===== src/rtl/ibex_dbus_pkg.sv =====
// Shared types and helpers for the LSU data-bus to SRAM bridge.
package ibex_dbus_pkg;

  typedef struct packed {
    logic valid;
    logic err;
    logic we;
  } dbus_rsp_t;

  function automatic logic [31:0] be_to_mask(input logic [3:0] be);
    logic [31:0] mask;
    mask = '0;
    for (int i = 0; i < 4; i++) begin
      mask[8*i +: 8] = {8{be[i]}};
    end
    return mask;
  endfunction

endpackage


===== src/rtl/ibex_dbus_rsp_pipe.sv =====
// Fixed-depth response pipe: every granted request appears at the output
// exactly Depth cycles later, in order.
module ibex_dbus_rsp_pipe
  import ibex_dbus_pkg::*;
#(
  parameter int unsigned Depth = 1
) (
  input  logic      clk_i,
  input  logic      rst_ni,
  input  dbus_rsp_t rsp_i,
  output dbus_rsp_t rsp_o
);

  dbus_rsp_t stage_q [Depth];

  always_ff @(posedge clk_i or negedge rst_ni) begin
    if (!rst_ni) begin
      for (int i = 0; i < Depth; i++) begin
        stage_q[i] <= '0;
      end
    end else begin
      stage_q[0] <= rsp_i;
      for (int i = 1; i < Depth; i++) begin
        stage_q[i] <= stage_q[i-1];
      end
    end
  end

  assign rsp_o = stage_q[Depth-1];

endmodule


===== src/rtl/ibex_dbus_sram_bridge.sv =====
// Terminates the LSU req/gnt/rvalid handshake and drives a fixed-latency
// single-port SRAM, flagging out-of-window and unaligned accesses.
module ibex_dbus_sram_bridge
  import ibex_dbus_pkg::*;
#(
  parameter int unsigned MemAw          = 14,
  parameter logic [31:0] BaseAddr       = 32'h1000_0000,
  parameter int unsigned ReadLatency    = 1,
  parameter int unsigned MaxOutstanding = 2
) (
  input  logic             clk_i,
  input  logic             rst_ni,
  input  logic             data_req_i,
  output logic             data_gnt_o,
  input  logic [31:0]      data_addr_i,
  input  logic             data_we_i,
  input  logic [3:0]       data_be_i,
  input  logic [31:0]      data_wdata_i,
  output logic             data_rvalid_o,
  output logic [31:0]      data_rdata_o,
  output logic             data_err_o,
  input  logic             mem_stall_i,
  output logic             mem_req_o,
  output logic             mem_we_o,
  output logic [MemAw-1:0] mem_addr_o,
  output logic [31:0]      mem_wmask_o,
  output logic [31:0]      mem_wdata_o,
  input  logic [31:0]      mem_rdata_i
);

  localparam int unsigned     CntW   = $clog2(MaxOutstanding + 1);
  localparam logic [CntW-1:0] MaxCnt = CntW'(MaxOutstanding);

  logic [CntW-1:0] cnt_q;
  logic            addr_err;
  logic            rsp_retire;
  logic            no_byte_write;
  dbus_rsp_t       rsp_in;
  dbus_rsp_t       rsp_out;

  // The window is aligned to its size, so only the tag bits above the
  // word index need to match the base.
  assign addr_err = (data_addr_i[1:0] != 2'b00) |
                    (data_addr_i[31:MemAw+2] != BaseAddr[31:MemAw+2]);

  assign rsp_retire    = rsp_out.valid;
  assign no_byte_write = data_we_i & (data_be_i == 4'b0000);

  always_comb begin
    data_gnt_o = 1'b0;
    if (data_req_i && !mem_stall_i && ((cnt_q < MaxCnt) || rsp_retire)) begin
      data_gnt_o = 1'b1;
    end
  end

  always_ff @(posedge clk_i or negedge rst_ni) begin
    if (!rst_ni) begin
      cnt_q <= '0;
    end else begin
      case ({data_gnt_o, rsp_retire})
        2'b10:   cnt_q <= cnt_q + 1'b1;
        2'b01:   cnt_q <= cnt_q - 1'b1;
        default: cnt_q <= cnt_q;
      endcase
    end
  end

  assign mem_req_o   = data_gnt_o & ~addr_err & ~no_byte_write;
  assign mem_we_o    = data_we_i;
  assign mem_addr_o  = data_addr_i[MemAw+1:2];
  assign mem_wmask_o = be_to_mask(data_be_i);
  assign mem_wdata_o = data_wdata_i;

  always_comb begin
    rsp_in       = '0;
    rsp_in.valid = data_gnt_o;
    rsp_in.err   = addr_err;
    rsp_in.we    = data_we_i;
  end

  ibex_dbus_rsp_pipe #(
    .Depth (ReadLatency)
  ) u_rsp_pipe (
    .clk_i  (clk_i),
    .rst_ni (rst_ni),
    .rsp_i  (rsp_in),
    .rsp_o  (rsp_out)
  );

  // Read data is only forwarded for successful reads; the SRAM bus is
  // otherwise undefined and must not leak to the core.
  assign data_rvalid_o = rsp_out.valid;
  assign data_err_o    = rsp_out.valid & rsp_out.err;
  assign data_rdata_o  = (rsp_out.valid & ~rsp_out.err & ~rsp_out.we) ? mem_rdata_i : 32'h0;

endmodule


===== config.mk =====
export PLATFORM = sky130hd
export DESIGN_NAME = ibex_dbus_sram_bridge
export DESIGN_NICKNAME = d
export VERILOG_FILES = /design/src/rtl/ibex_dbus_pkg.sv /design/src/rtl/ibex_dbus_rsp_pipe.sv /design/src/rtl/ibex_dbus_sram_bridge.sv
export SDC_FILE = /design/constraint.sdc
export NUM_CORES = 1
export LEC_CHECK = 0
export ABC_CLOCK_PERIOD_IN_PS = 2040
export CORE_AREA = 2 2 86 88
export CTS_CLUSTER_DIAMETER = 200
export DETAILED_ROUTE_END_ITERATION = 16
export DIE_AREA = 0 0 88 90
export PLACE_DENSITY = 0.68
export SYNTH_ARGS = -nofsm -noshare
export SYNTH_HDL_FRONTEND = slang
export SYNTH_SLANG_ARGS = --single-unit

===== constraint.sdc =====
create_clock -name clk_i -period 2.04 [get_ports clk_i]
set_input_delay 0.51 -clock clk_i [delete_from_list [all_inputs] [get_ports clk_i]]
set_output_delay 0.51 -clock clk_i [all_outputs]
set_load 0.01 [all_outputs]

==> impl_metrics.py <==
metrics = {
    "clock_network": {
        "cts_tree": "done",
        "cts_buffer_depth": 2,
        "post_cts_buffers": 0,
        "clk_latency_ns": 0.22,
        "cts_root_buf": "clkbuf_8",
        "cts_sinks": 5,
        "path_clk_slew_ns": 0.04,
        "cts_buffers": 3,
        "cts.htree.levels": 1,
    },
    "sta": {
        "drv_slew": 0,
        "layout_min_cycle_time_ns": 2.23,
        "rsz0062_at_grt": "true",
        "max-slew-margin-rel_pct": 84.2,
        "fin_setup_tns_ns": -0.191,
        "fmax_ghz": 0.448,
        "setup_violations": 1,
        "fin_skew_ns": 0.000102,
        "final.period_utilization_pct": 109,
        "finalWorstSetupSlack_ns": -0.191,
        "tightest_slew_ns": 0.235,
        "finalHoldViolations": 0,
    },
    "global_route": {
        "grt_overflow": 0,
        "track_usage_pct": 7.20,
        "grt_max_degree": 33,
        "grt_pass1_wl_um": 4530,
        "antenna_found_initial": 0,
        "first_global_vias": 955,
    },
    "logic_synthesis": {
        "ys_types": 19,
        "synth_area_per_cell_sq_um": 7.73,
        "yosysWarnings": 0,
        "synth_area_leaders": "buf_4, and2_1, dfrtp_1",
        "synthTopCellsByCount": "buf_4, and2_1, dfrtp_1",
        "yosys.area.top_type": "buf_4",
        "synth_edf_count": 0,
        "syn_area_sq_um": 1090,
        "synth_cells": 141,
        "async_flop_share_pct": 100,
        "yosysMostFrequentCell": "buf_4",
        "syn-num-nets": 247,
        "yosysSeqAreaShare_pct": 11.5,
        "ys_seq_elements": 5,
        "yosysTopAreaCellShare_pct": 54.4,
        "synthFlopType": "dfrtp_1",
    },
    "flow_run": {
        "drv_cap": 0,
    },
    "placement": {
        "dp_hpwl_um": 3070,
        "place_ws_ns": -0.954,
        "place.gp.congestion": 0.565,
        "port_buffers": 127,
    },
    "final_layout": {
        "antenna_cells": 0,
        "regArea_sq_um": 125,
        "nNetsFinal": 305,
        "area_delta_synth_final_pct": 81.5,
        "n_fill_cell": 778,
        "multi_input_area_sq_um": 408,
        "drive_gt1_share_pct": 11.1,
        "final_util_pct": 28.2,
    },
    "setup_path": {
        "rr_startpoint": "u_rsp_pipe.rsp_o[2]$_DFF_PN0_",
        "end_kind": "output port",
        "cpLargestDelayFamily": "simple AND/OR/NAND/NOR gates",
        "startpoint": "data_addr_i[30]",
        "timing.reg2reg.setup_slack_ns": 0.50,
        "cp_num_buf_inv": 2,
        "crit_required_ns": 1.53,
        "setup.worst_path.start_class": "primary input",
        "worst-setup-path-type": "in2out",
        "slowest_delay_ns": 0.53,
        "path_depth": 5,
        "r2r_cells": 6,
        "slowest_stage": "or4_4",
        "crit_fanout": 2,
        "crit_chain": "buf_6 -> or4_4 -> nand4bb_4 -> nor4b_4 -> buf_2",
        "crit_arrival_ns": 1.72,
        "timing.rr.end": "cnt_q[1]$_DFFE_PN0P_",
    },
    "power_and_ir_drop": {
        "p_leak_nw": 1.04,
        "p_per_area_nw_per_um2": 314,
        "power.total_mw": 0.620,
        "ir_drop_mv": 0.211,
    },
    "drt": {
        "routedWlPerCell_um": 11.3,
        "vias": 1038,
        "wirelength_um": 3360,
        "route.detailed.drc": 0,
        "drtAntennaViolNets": 0,
        "via_per_inst": 3.49,
        "first_pass_iters": 2,
        "drt-initial-drc-count": 6,
    },
    "min_path": {
        "hp-start": "cnt_q[1]$_DFFE_PN0P_",
        "hold_path_end": "cnt_q[1]$_DFFE_PN0P_",
        "hold_class": "reg2reg",
        "worstHoldPathCells": 1,
    },
    "run_status": {
        "violations": "setup timing",
        "status": "finished with violations",
    },
    "die": {
        "die_area_sq_um": 7920,
        "start_util_pct": 15.5,
        "ioPinCount": 220,
        "die_y_um": 90,
        "num_rows": 31,
        "die_w_um": 88,
        "core_sq_um": 7020,
    },
}
worst max path at each step:
stage / end / slack [ns]
2_1_floorplan: mem_req_o / -0.01
3_3_place_gp: mem_req_o / -0.92
3_5_place_dp: mem_req_o / -0.95
4_1_cts: mem_req_o / -0.25
5_1_grt: mem_req_o / -0.24
6_report: mem_req_o / -0.19
area by class of cell:
type                       count  area share [%]
clock buffer                   4            2.28
sequential                     5            6.33
tap                           99            6.26
multi-input combinational     53            20.6
inverter                       1           0.190
timing repair buffer         135            64.3
cell usage in the layout, fill, tap and decap left out, types with 2 or more instances in the layout:
cell type / netlist / routed
clkdlybuf4s50_1: 0 / 46
nor4_1: 3 / 3
and2_1: 33 / 33
clkbuf_2: 0 / 2
buf_4: 79 / 7
dlymetal6s2s_1: 0 / 10
dlygate4sd2_1: 0 / 58
nand2_1: 3 / 3
buf_2: 0 / 3
nor2_1: 2 / 2
clkdlybuf4s15_1: 0 / 7
xnor2_1: 2 / 2
dfrtp_1: 5 / 5
clkbuf_8: 0 / 3
nor4b_4: 0 / 2
per-layer routing:
| layer | part of all wire, % | vias to the layer above | track usage (%) |
|---|---|---|---|
| met5 | 0 | - | 0 |
| met4 | 1.5 | 0 | 2.56 |
| li1 | - | 473 | - |
| met3 | 19 | 10 | 4.41 |
| met1 | 28 | 445 | 5.54 |
| met2 | 51 | 110 | 14.0 |
power by group:
part | internal (mW) | switching [mW] | total [mW]
Sequential | 0.126 | 0.0205 | 0.146
Combinational | 0.189 | 0.102 | 0.292
Clock | 0.134 | 0.0481 | 0.182
Total | 0.449 | 0.171 | 0.620
cell families (layout without fill, tap and decap cells):
logic type    after synthesis  count (layout)  synth area share, %
simple gates               49              49                 29.2
flops                       5               5                 11.5
fa+ha+maj                   1               1                 1.15
buf+inv                    83             140                 55.8
xor+xnor                    3               3                 2.41
per-stage QoR:
| stage | area [sq um] | hold WS (ns) | cells |
|---|---|---|---|
| 2_1_floorplan | 1090 | 0.214 | 141 |
| 3_3_place_gp | 1960 | 0.462 | 293 |
| 3_5_place_dp | 1960 | 0.462 | 293 |
| 4_1_cts | 1910 | 0.472 | 297 |
| 5_1_grt | 1980 | 0.493 | 297 |
| 6_report | 1980 | 0.468 | 297 |
sequential cells by signal, summed over array words and instances, names as in the netlist:
| signal | cells |
|---|---|
| u_rsp_pipe.rsp_o | 3 |
| cnt_q | 2 |
timing repair:
item / CTS / global route
resized for setup: 83 / 24
endpoints found under the setup margin: 67 / 9
pin swaps: 3 / 6
gates cloned: 0 / 0
endpoints found under the hold margin: 0 / 0
hold buffers: 0 / 0
(Power assumes the default switching activity.)
